File: src/rtl/core_pkg.sv
// Shared definitions for the five-stage core: opcodes, instruction field
// positions, the per-stage control record and operand-source encoding.
package core_pkg;

  localparam int INSTR_W  = 16;
  localparam int NUM_REGS = 8;
  localparam int REG_AW   = 3;
  localparam int IMM_W    = 10;

  localparam int OP_HI  = 15;
  localparam int OP_LO  = 13;
  localparam int RD_HI  = 12;
  localparam int RD_LO  = 10;
  localparam int RS1_HI = 9;
  localparam int RS1_LO = 7;
  localparam int RS2_HI = 6;
  localparam int RS2_LO = 4;

  localparam logic [2:0] OP_NOP = 3'b000;
  localparam logic [2:0] OP_ADD = 3'b001;
  localparam logic [2:0] OP_SUB = 3'b010;
  localparam logic [2:0] OP_AND = 3'b011;
  localparam logic [2:0] OP_LDI = 3'b100;
  localparam logic [2:0] OP_LD  = 3'b101;
  localparam logic [2:0] OP_ST  = 3'b110;
  localparam logic [2:0] OP_HLT = 3'b111;

  // Control part of a stage register; operand/result data travel alongside.
  typedef struct packed {
    logic              valid;
    logic [2:0]        op;
    logic [REG_AW-1:0] rd;
  } stage_ctl_t;

  typedef enum logic [1:0] {
    FWD_RF = 2'd0,
    FWD_EM = 2'd1,
    FWD_MW = 2'd2
  } fwd_sel_e;

  function automatic logic writes_rd(input logic [2:0] op);
    return (op == OP_ADD) || (op == OP_SUB) || (op == OP_AND) ||
           (op == OP_LDI) || (op == OP_LD);
  endfunction

  function automatic logic reads_rs1(input logic [2:0] op);
    return (op == OP_ADD) || (op == OP_SUB) || (op == OP_AND) ||
           (op == OP_LD) || (op == OP_ST);
  endfunction

  function automatic logic reads_rs2(input logic [2:0] op);
    return (op == OP_ADD) || (op == OP_SUB) || (op == OP_AND) || (op == OP_ST);
  endfunction

endpackage

File: src/rtl/pipelined_core_hazard_unit.sv
// Combinational hazard logic: decode-stage stall and execute-stage operand
// source selection from the valid/op/rd of the downstream stages.
module pipelined_core_hazard_unit
  import core_pkg::*;
#(
  parameter bit FORWARD_EN = 1'b1
) (
  input  logic              d_valid,
  input  logic [2:0]        d_op,
  input  logic [REG_AW-1:0] d_rs1,
  input  logic [REG_AW-1:0] d_rs2,
  input  stage_ctl_t        e_ctl,
  input  logic [REG_AW-1:0] e_rs1,
  input  logic [REG_AW-1:0] e_rs2,
  input  stage_ctl_t        m_ctl,
  input  stage_ctl_t        w_ctl,
  output logic              stall,
  output fwd_sel_e          fwd_a,
  output fwd_sel_e          fwd_b
);

  function automatic logic produces(input stage_ctl_t p, input logic [REG_AW-1:0] r);
    return p.valid && writes_rd(p.op) && (p.rd == r);
  endfunction

  logic uses_rs1;
  logic uses_rs2;
  assign uses_rs1 = d_valid && reads_rs1(d_op);
  assign uses_rs2 = d_valid && reads_rs2(d_op);

  generate
    if (FORWARD_EN) begin : g_forward
      logic load_in_e;
      assign load_in_e = e_ctl.valid && (e_ctl.op == OP_LD);
      // Only a load in E cannot be covered by forwarding: its data arrives at W.
      assign stall = load_in_e &&
                     ((uses_rs1 && (e_ctl.rd == d_rs1)) ||
                      (uses_rs2 && (e_ctl.rd == d_rs2)));

      always_comb begin
        fwd_a = FWD_RF;
        fwd_b = FWD_RF;
        if (produces(m_ctl, e_rs1))      fwd_a = FWD_EM;
        else if (produces(w_ctl, e_rs1)) fwd_a = FWD_MW;
        if (produces(m_ctl, e_rs2))      fwd_b = FWD_EM;
        else if (produces(w_ctl, e_rs2)) fwd_b = FWD_MW;
      end
    end else begin : g_interlock
      // A producer already in W is seen through the write-through read port.
      assign stall = (uses_rs1 && (produces(e_ctl, d_rs1) || produces(m_ctl, d_rs1))) ||
                     (uses_rs2 && (produces(e_ctl, d_rs2) || produces(m_ctl, d_rs2)));
      assign fwd_a = FWD_RF;
      assign fwd_b = FWD_RF;
    end
  endgenerate

endmodule

File: src/rtl/pipelined_core.sv
// Five-stage in-order core (F/D/E/M/W) with 8-entry register file, optional
// operand forwarding, load-use interlock, HLT drain and performance counters.
module pipelined_core
  import core_pkg::*;
#(
  parameter int DATA_W     = 16,
  parameter int PC_W       = 10,
  parameter int DADDR_W    = 10,
  parameter bit FORWARD_EN = 1'b1
) (
  input  logic               clk,
  input  logic               rst,
  output logic [PC_W-1:0]    imem_addr,
  input  logic [INSTR_W-1:0] imem_data,
  output logic [DADDR_W-1:0] dmem_addr,
  output logic [DATA_W-1:0]  dmem_wdata,
  output logic               dmem_we,
  output logic               dmem_re,
  input  logic [DATA_W-1:0]  dmem_rdata,
  input  logic [REG_AW-1:0]  dbg_sel,
  output logic [DATA_W-1:0]  dbg_data,
  output logic               halted,
  output logic [31:0]        cycle_cnt,
  output logic [31:0]        retire_cnt,
  output logic [31:0]        stall_cnt
);

  logic [PC_W-1:0]    pc_reg;
  logic               fetch_stop_reg;
  logic               fd_valid_reg;
  logic [INSTR_W-1:0] fd_instr_reg;

  stage_ctl_t         de_reg;
  logic [REG_AW-1:0]  de_rs1_reg;
  logic [REG_AW-1:0]  de_rs2_reg;
  logic [DATA_W-1:0]  de_a_reg;
  logic [DATA_W-1:0]  de_b_reg;
  logic [DATA_W-1:0]  de_imm_reg;

  stage_ctl_t         em_reg;
  logic [DATA_W-1:0]  em_result_reg;
  logic [DATA_W-1:0]  em_store_reg;

  stage_ctl_t         mw_reg;
  logic [DATA_W-1:0]  mw_result_reg;

  logic [DATA_W-1:0]  rf_reg [NUM_REGS];
  logic               halted_reg;
  logic [31:0]        cycle_cnt_reg;
  logic [31:0]        retire_cnt_reg;
  logic [31:0]        stall_cnt_reg;

  // Writeback
  logic              w_write;
  logic              w_hlt;
  logic              w_retire;
  logic [DATA_W-1:0] w_value;
  logic [NUM_REGS-1:0] rf_we;

  assign w_write  = mw_reg.valid && writes_rd(mw_reg.op);
  assign w_hlt    = mw_reg.valid && (mw_reg.op == OP_HLT);
  assign w_retire = mw_reg.valid && (mw_reg.op != OP_NOP);
  assign w_value  = (mw_reg.op == OP_LD) ? dmem_rdata : mw_result_reg;

  generate
    for (genvar gi = 0; gi < NUM_REGS; gi++) begin : g_rf_we
      assign rf_we[gi] = w_write && (mw_reg.rd == REG_AW'(gi));
    end
  endgenerate

  always_ff @(posedge clk) begin
    if (rst) begin
      for (int i = 0; i < NUM_REGS; i++) rf_reg[i] <= '0;
    end else begin
      for (int i = 0; i < NUM_REGS; i++) begin
        if (rf_we[i]) rf_reg[i] <= w_value;
      end
    end
  end

  // Decode
  logic [2:0]        d_op;
  logic [REG_AW-1:0] d_rd;
  logic [REG_AW-1:0] d_rs1;
  logic [REG_AW-1:0] d_rs2;
  logic              d_hlt;
  logic [DATA_W-1:0] d_a;
  logic [DATA_W-1:0] d_b;
  logic [DATA_W-1:0] d_imm;

  assign d_op  = fd_instr_reg[OP_HI:OP_LO];
  assign d_rd  = fd_instr_reg[RD_HI:RD_LO];
  assign d_rs1 = fd_instr_reg[RS1_HI:RS1_LO];
  assign d_rs2 = fd_instr_reg[RS2_HI:RS2_LO];
  assign d_hlt = fd_valid_reg && (d_op == OP_HLT);
  assign d_imm = {{(DATA_W-IMM_W){fd_instr_reg[IMM_W-1]}}, fd_instr_reg[IMM_W-1:0]};

  // Write-through: a register being written this cycle reads as its new value.
  assign d_a = (w_write && (mw_reg.rd == d_rs1)) ? w_value : rf_reg[d_rs1];
  assign d_b = (w_write && (mw_reg.rd == d_rs2)) ? w_value : rf_reg[d_rs2];

  logic     stall;
  fwd_sel_e fwd_a;
  fwd_sel_e fwd_b;

  pipelined_core_hazard_unit #(
    .FORWARD_EN(FORWARD_EN)
  ) u_hazard (
    .d_valid (fd_valid_reg),
    .d_op    (d_op),
    .d_rs1   (d_rs1),
    .d_rs2   (d_rs2),
    .e_ctl   (de_reg),
    .e_rs1   (de_rs1_reg),
    .e_rs2   (de_rs2_reg),
    .m_ctl   (em_reg),
    .w_ctl   (mw_reg),
    .stall   (stall),
    .fwd_a   (fwd_a),
    .fwd_b   (fwd_b)
  );

  // Execute
  logic [DATA_W-1:0] e_a;
  logic [DATA_W-1:0] e_b;
  logic [DATA_W-1:0] e_result;

  always_comb begin
    e_a = de_a_reg;
    e_b = de_b_reg;
    case (fwd_a)
      FWD_EM:  e_a = em_result_reg;
      FWD_MW:  e_a = w_value;
      default: e_a = de_a_reg;
    endcase
    case (fwd_b)
      FWD_EM:  e_b = em_result_reg;
      FWD_MW:  e_b = w_value;
      default: e_b = de_b_reg;
    endcase
  end

  always_comb begin
    e_result = '0;
    case (de_reg.op)
      OP_ADD:       e_result = e_a + e_b;
      OP_SUB:       e_result = e_a - e_b;
      OP_AND:       e_result = e_a & e_b;
      OP_LDI:       e_result = de_imm_reg;
      OP_LD, OP_ST: e_result = e_a;
      default:      e_result = '0;
    endcase
  end

  // Pipeline advance, fetch control and counters
  always_ff @(posedge clk) begin
    if (rst) begin
      pc_reg         <= '0;
      fetch_stop_reg <= 1'b0;
      fd_valid_reg   <= 1'b0;
      fd_instr_reg   <= '0;
      de_reg         <= '0;
      de_rs1_reg     <= '0;
      de_rs2_reg     <= '0;
      de_a_reg       <= '0;
      de_b_reg       <= '0;
      de_imm_reg     <= '0;
      em_reg         <= '0;
      em_result_reg  <= '0;
      em_store_reg   <= '0;
      mw_reg         <= '0;
      mw_result_reg  <= '0;
      halted_reg     <= 1'b0;
      cycle_cnt_reg  <= '0;
      retire_cnt_reg <= '0;
      stall_cnt_reg  <= '0;
    end else begin
      if (!stall) begin
        if (!fetch_stop_reg && !d_hlt) pc_reg <= pc_reg + PC_W'(1);
        fd_valid_reg   <= !fetch_stop_reg && !d_hlt;
        fd_instr_reg   <= imem_data;
        fetch_stop_reg <= fetch_stop_reg || d_hlt;
        de_reg.valid   <= fd_valid_reg;
        de_reg.op      <= d_op;
        de_reg.rd      <= d_rd;
        de_rs1_reg     <= d_rs1;
        de_rs2_reg     <= d_rs2;
        de_a_reg       <= d_a;
        de_b_reg       <= d_b;
        de_imm_reg     <= d_imm;
      end else begin
        de_reg.valid   <= 1'b0;
      end
      em_reg        <= de_reg;
      em_result_reg <= e_result;
      em_store_reg  <= e_b;
      mw_reg        <= em_reg;
      mw_result_reg <= em_result_reg;
      halted_reg    <= halted_reg || w_hlt;
      if (!halted_reg) begin
        cycle_cnt_reg <= cycle_cnt_reg + 32'd1;
        if (w_retire) retire_cnt_reg <= retire_cnt_reg + 32'd1;
        if (stall)    stall_cnt_reg  <= stall_cnt_reg + 32'd1;
      end
    end
  end

  assign imem_addr  = pc_reg;
  assign dmem_addr  = em_result_reg[DADDR_W-1:0];
  assign dmem_wdata = em_store_reg;
  assign dmem_we    = em_reg.valid && (em_reg.op == OP_ST) && !rst;
  assign dmem_re    = em_reg.valid && (em_reg.op == OP_LD) && !rst;
  assign dbg_data   = rf_reg[dbg_sel];
  assign halted     = halted_reg || w_hlt;
  assign cycle_cnt  = cycle_cnt_reg;
  assign retire_cnt = retire_cnt_reg;
  assign stall_cnt  = stall_cnt_reg;

endmodule

File: config.mk
export PLATFORM = sky130hd
export DESIGN_NAME = pipelined_core
export DESIGN_NICKNAME = d
export VERILOG_FILES = /design/src/rtl/core_pkg.sv /design/src/rtl/pipelined_core_hazard_unit.sv /design/src/rtl/pipelined_core.sv
export SDC_FILE = /design/constraint.sdc
export NUM_CORES = 1
export LEC_CHECK = 0
export ABC_AREA = 1
export BUFFER_PORTS_ARGS = -buffer_cell sky130_fd_sc_hd__buf_2
export CAP_MARGIN = 30
export CELL_PAD_IN_SITES_DETAIL_PLACEMENT = 0
export CELL_PAD_IN_SITES_GLOBAL_PLACEMENT = 1
export CORE_MARGIN = 10
export CORE_UTILIZATION = 44
export DETAILED_ROUTE_END_ITERATION = 16
export PLACE_DENSITY = 0.9
export SLEW_MARGIN = 40
export SYNTH_ARGS = -nofsm -noshare
export SYNTH_HDL_FRONTEND = slang
export SYNTH_SLANG_ARGS = --single-unit
File: constraint.sdc
create_clock -name clk -period 4.5 [get_ports clk]
set_input_delay 0 -clock clk [delete_from_list [all_inputs] [get_ports clk]]
set_output_delay 0 -clock clk [all_outputs]
set_load 0.05 [all_outputs]
# Word-level counts from Yosys, hierarchy flattened
# Memory sizes are Yosys's and may differ from the RTL's. A register that Yosys moved wholly into a read port is not among the register bits.
# Cells that the tools add are included.
[word_totals]
ram_bits = 128
reg_bits = 242
elab_cells = 190
in_bits = 37
output_inout_bits = 151
memories = 1
[mem_list]
columns = ["name", "depth", "width", "read_ports", "rd_clocked_by_memory_dff", "wr", "line_no", "source"]
rows = [
  ["rf_reg", 8, 16, 3, 2, 8, "pipelined_core.sv:47", "logic [DATA_W-1:0] rf_reg [NUM_REGS];"],
]
[op_classes]
bitwise = 11
n_eq_ne = 43
reduce_logical = 56
addsub = 6
mux = 48
[ops]
columns = ["operator", "n"]
rows = [
  ["16-bit 2-to-1 mux", 11],
  ["32-bit by 1-bit adder with 32-bit output (second input constant)", 3],
  ["16-bit case mux with 5 select lines", 1],
  ["16-bit case mux with 2 select lines", 2],
  ["3-bit equality test (second input constant)", 16],
  ["3-bit by 2-bit equality test with 1-bit output (second input constant)", 10],
  ["1-bit logical AND", 30],
  ["1-bit 2-to-1 mux", 26],
  ["3-bit equality test", 8],
  ["16-bit adder", 1],
  ["16-bit AND", 1],
  ["1-bit logical OR", 16],
  ["16-bit subtractor", 1],
  ["3-bit by 1-bit equality test with 1-bit output (second input constant)", 5],
  ["3-bit 2-to-1 mux", 4],
  ["10-bit by 1-bit adder with 10-bit output (second input constant)", 1],
  ["2-bit 2-to-1 mux", 4],
  ["1-bit bitwise OR", 8],
  ["2-bit AND reduction", 3],
  ["2-bit by 1-bit equality test with 1-bit output (second input constant)", 2],
  ["2-bit equality test (second input constant)", 2],
  ["2-bit OR reduction", 2],
  ["1-bit zero test", 3],
  ["3-bit zero test", 1],
  ["2 further kinds", 3],
]

# Longest topological paths before layout
[logic_depth]
depth_word = 13
depth_mapped = 29
ltp_nobuf = 28

# By module
# From an unflattened synthesis, not the netlist that was laid out.
[unflattened]
cells_unflattened = 2700
hier_area_um2 = 20026.7
[modules_own_cells]
columns = ["mod", "n_inst", "cells_each", "area_each_um2", "seq_area_each_um2"]
rows = [
  ["pipelined_core", 1, 2639, 19696.4, 8688.3],
  ["pipelined_core_hazard_unit", 1, 61, 330.3, 0.0],
]

# Worst setup path before layout
# No wires, ideal clock.
[synth_path]
path_kind = "register to register"
start = "reg de_rs2_reg[1]"
end = "reg em_result_reg[12]"
period_less_slack_ns = 3.776
setup_ns = 0.132
t_arrival_ns = 3.643
slack_ns = 0.724
n_path_buf = 1
required_time_ns = 4.368
stages_incl_launch_ff = 29
path_cell_list = "dfxtp_1 > inv_2 > nand2_2 > nand2_2 > nor2_4 > nand2_1 > nor2_4 > buf_4 > nand2_1 > o211ai_2 > inv_1 > ha_1 > or2_2 > o21ai_0 > inv_1 > fa_1 > inv_1 > nand3_1 > nand2_1 > inv_1 > o21a_1 > o21ai_0 > nand2_1 > nand2_1 > a21oi_1 > o21ai_0 > a21oi_1 > o21ai_0 > a21oi_1"
[synth_via]
elab_chain_len = 8
word_cells_on_any_way = 13
classes_between = "2 x add/sub; 4 x eq/ne; 4 x mux; 1 x bitwise; 2 x reduce/logical"
[synth_lines]
columns = ["item", "line_no", "source"]
rows = [
  ["start, declared", "pipelined_core.sv:35", "logic [REG_AW-1:0] de_rs2_reg;"],
  ["start signal, assigned", "pipelined_core.sv:187", "de_rs2_reg <= d_rs2;"],
  ["3-bit equality test", "pipelined_core_hazard_unit.sv:23", "return p.valid && writes_rd(p.op) && (p.rd == r);"],
  ["1-bit logical AND", "pipelined_core_hazard_unit.sv:23", ""],
  ["2-bit 2-to-1 mux", "pipelined_core_hazard_unit.sv:46", "else if (produces(w_ctl, e_rs2)) fwd_b = FWD_MW;"],
  ["2-bit 2-to-1 mux (*)", "pipelined_core_hazard_unit.sv:45", "if (produces(m_ctl, e_rs2)) fwd_b = FWD_EM;"],
  ["2-bit equality test / 2-bit by 1-bit equality test with 1-bit output (equally long branches)", "pipelined_core.sv:136", "case (fwd_b)"],
  ["16-bit case mux with 2 select lines (*)", "pipelined_core.sv:136", ""],
  ["16-bit subtractor (tied with other cells)", "pipelined_core.sv:147", "OP_SUB: e_result = e_a - e_b;"],
  ["16-bit case mux with 5 select lines (*)", "pipelined_core.sv:145", "case (de_reg.op)"],
  ["end signal, assigned", "pipelined_core.sv:195", "em_result_reg <= e_result;"],
  ["end, declared", "pipelined_core.sv:41", "logic [DATA_W-1:0] em_result_reg;"],
]
# Every way passes the cells marked *; elsewhere a longest branch is shown, timed or not.
# A chain may end at the register's enable or synchronous reset.

# Worst setup path in the final report
[layout_path]
start = "reg de_rs2_reg[1]"
end = "reg em_result_reg[11]"
# The elaborated chain is that of the path after synthesis.

==> metrics <==
status finished, final reports clean; DR vias 19,300; nets@finish 2,859; Syn Nets 2,718; Total GRT Usage 0.236; Site Rows 78; final setup margin 0.312 ns; CTS buffer count 42; worst slew pin tran around 0.89 ns; IO Port Bufs 187; VDD IR-drop max 0.000318 V; leak pwr ~9.2 nW; f_max 0.239 GHz; crit end category register; main area contributors after synthesis dfxtp_1 (24%), edfxtp_1 (19%), o21ai_0 (8.2%); clk_lat worst skew between 0.5 and 0.6 ns; die width 233 um; Starting DRT DRC Count 2,097; Post-DP Area 21,300 um^2; post-synth top area cell dfxtp_1; Finished Cell Area 23,100 um^2; Die Span Y 233 um; initial antenna violation count 3; Slew headroom 0.407; wire per inst 19.3 um; top-count cell post-synth nor2_1; Mapped Cells 2,659; register area share after synthesis 0.434; mapped cell area 20,000 um^2; Worst Skew 0.0186 ns; CP max FO 7; hold depth 4; I/O pin count 188; Post-Place Setup Slack 0.0792 ns; largest net degree at the start of global routing 79; Final Util 0.511; setup TNS 0 ns; setup violators final 0; top cells by count, synth nor2_1 (344), o21ai_0 (326), inv_1 (323), nand2_1 (323), a21oi_1 (254); CTS tree done; Layout area overhead 15.4%; Post-synth EDFFs 128; Worst-path clk slew 0.06 ns; Yosys top cell area share 0.242; final worst path period share 0.931; routed vias/inst 5.63; Final Hold Fails 0; routability cong. a little under 1; WS Path Type register to register; Async SR Flop Fraction 0; Seq cells post-synth between 300 and 400; Congestion Overflow GR 0; hold slack 0.0307 ns; Root Driver clkbuf_16; CTS H-tree depth 2; fill cell count 4,368; Final Non-Filler Cells 3,437; CP required 5.01 ns; final slew viol count 0; first-pass GRT wire length about 100,000 um; Yosys warning count 0; starting density of the core 0.443; post-route ant nets 0; max-cap viol count 0; Placed Cells incl. Taps between 3,000 and 4,000; Post-Syn Area per Cell 7.53 um^2; total core area approximately 45,000 um^2; CP Launch Type register; share of post-route cells with drive strength above 1 0.142; vias in the first global route approximately 18,000; # clock sinks 370; WL final between 60,000 and 70,000 um; CTS max path bufs 3; RSZ-0062 raised after global routing false; FF+latch area between 8000 and 9000 um^2; HPWL Detailed about 47,000 um; min Tclk post-route 4.19 ns; Die Area 54,400 um^2; final total power 8.44 mW; top_reg_cell synth dfxtp_1; area of the multi-input gates 9460 um^2; power per cell area 365 nW/um^2; Detailed Routing Iterations Pass 1 6; max reg flops 128; DRC viols 0; Synth cell types 62; Worst R2R Path Depth 25; crit path DAT 4.70 ns; HP Class primary input to register
layout make-up:
cell class	instances	area share
repair buffers	243	0.0619
well taps	600	0.0325
inverters	340	0.0554
diodes	3	0.000325
multi-input cells	1803	0.410
clock buffers	55	0.0507
flip-flops and latches	370	0.377
clock inverters	23	0.0123
path summary, 6_finish.rpt:
| path | startpoint | end | slack [ns] |
|---|---|---|---|
| worst min-delay path | dmem_rdata[5] | de_b_reg[5] | 0.03 |
| worst max register to register | de_rs2_reg[1] | em_result_reg[11] | 0.31 |
| worst max-delay path | de_rs2_reg[1] | em_result_reg[11] | 0.31 |
| worst min register to register | de_reg[6] | em_reg[6] | 0.42 |
cells by family after synthesis:
logic type | share of synthesized area
simple gates | 0.210
flops | 0.434
xor+xnor | 0.0201
fa+ha+maj | 0.0141
buf+inv | 0.0952
compound gates | 0.227
placed cells by master, fill, tap and decap left out, types with 5 or more instances in the layout:
cell,n
buf_2,186
nor2_1,344
nor2_2,13
a211oi_1,5
nand3_1,77
clkbuf_16,43
dfxtp_1,234
nor3b_1,9
o21ai_0,322
xnor2_1,16
clkbuf_8,5
buf_4,29
inv_2,19
o22ai_1,11
nand2_2,21
a31oi_1,60
nand4_1,22
a22oi_1,16
o21ai_1,15
nand2_1,316
inv_1,317
clkbuf_1,7
a21oi_1,254
dlygate4sd3_1,28
nor3_1,55
nand3_2,13
xor2_1,30
o21a_1,19
o211ai_1,76
dfxtp_2,5
nor2_4,15
edfxtp_1,128
inv_6,8
nor4_1,17
ha_1,21
a221oi_1,6
where the power goes:
group,switching (mW),leakage [nW],internal [mW]
Sequential,0.110,3.30,3.57
Combinational,0.784,5.21,0.344
Clock,1.52,0.706,2.11
Total,2.42,9.21,6.02
per-layer routing:
metal / GRT usage / up-vias / part of all wire
met5: 0 / - / 0
met4: 0.103 / 0 / 0.037
met3: 0.0403 / 168 / 0.073
met2: 0.395 / 820 / 0.48
met1: 0.294 / 9043 / 0.41
li1: - / 9310 / -
critical path, cell delays in order (launching register included):
cell	delay [ns]
dfxtp_1	0.41
inv_2	0.09
nand2_2	0.07
nand2_2	0.06
nor2_4	0.13
nand2_1	0.10
nor2_4	0.25
nor2_1	0.11
nand2_1	0.12
o211ai_4	0.12
inv_1	0.12
ha_1	0.16
nand3_1	0.15
nor3_4	0.20
nand4_1	0.16
nand2_1	0.13
xor2_1	0.16
ha_1	0.30
nand2_1	0.10
nor2_1	0.06
a211oi_1	0.24
o211ai_1	0.25
buf_4	0.20
xnor2_1	0.11
o221a_1	0.24
nor2_1	0.08
timing repair:
item,in CTS,in global routing
endpoints found under the hold margin,68,0
setup endpoints to repair,0,5
setup buffers,0,4
hold buffers,28,0
resized for setup,0,9
Note: power is estimated with default switching activity, not from simulation.
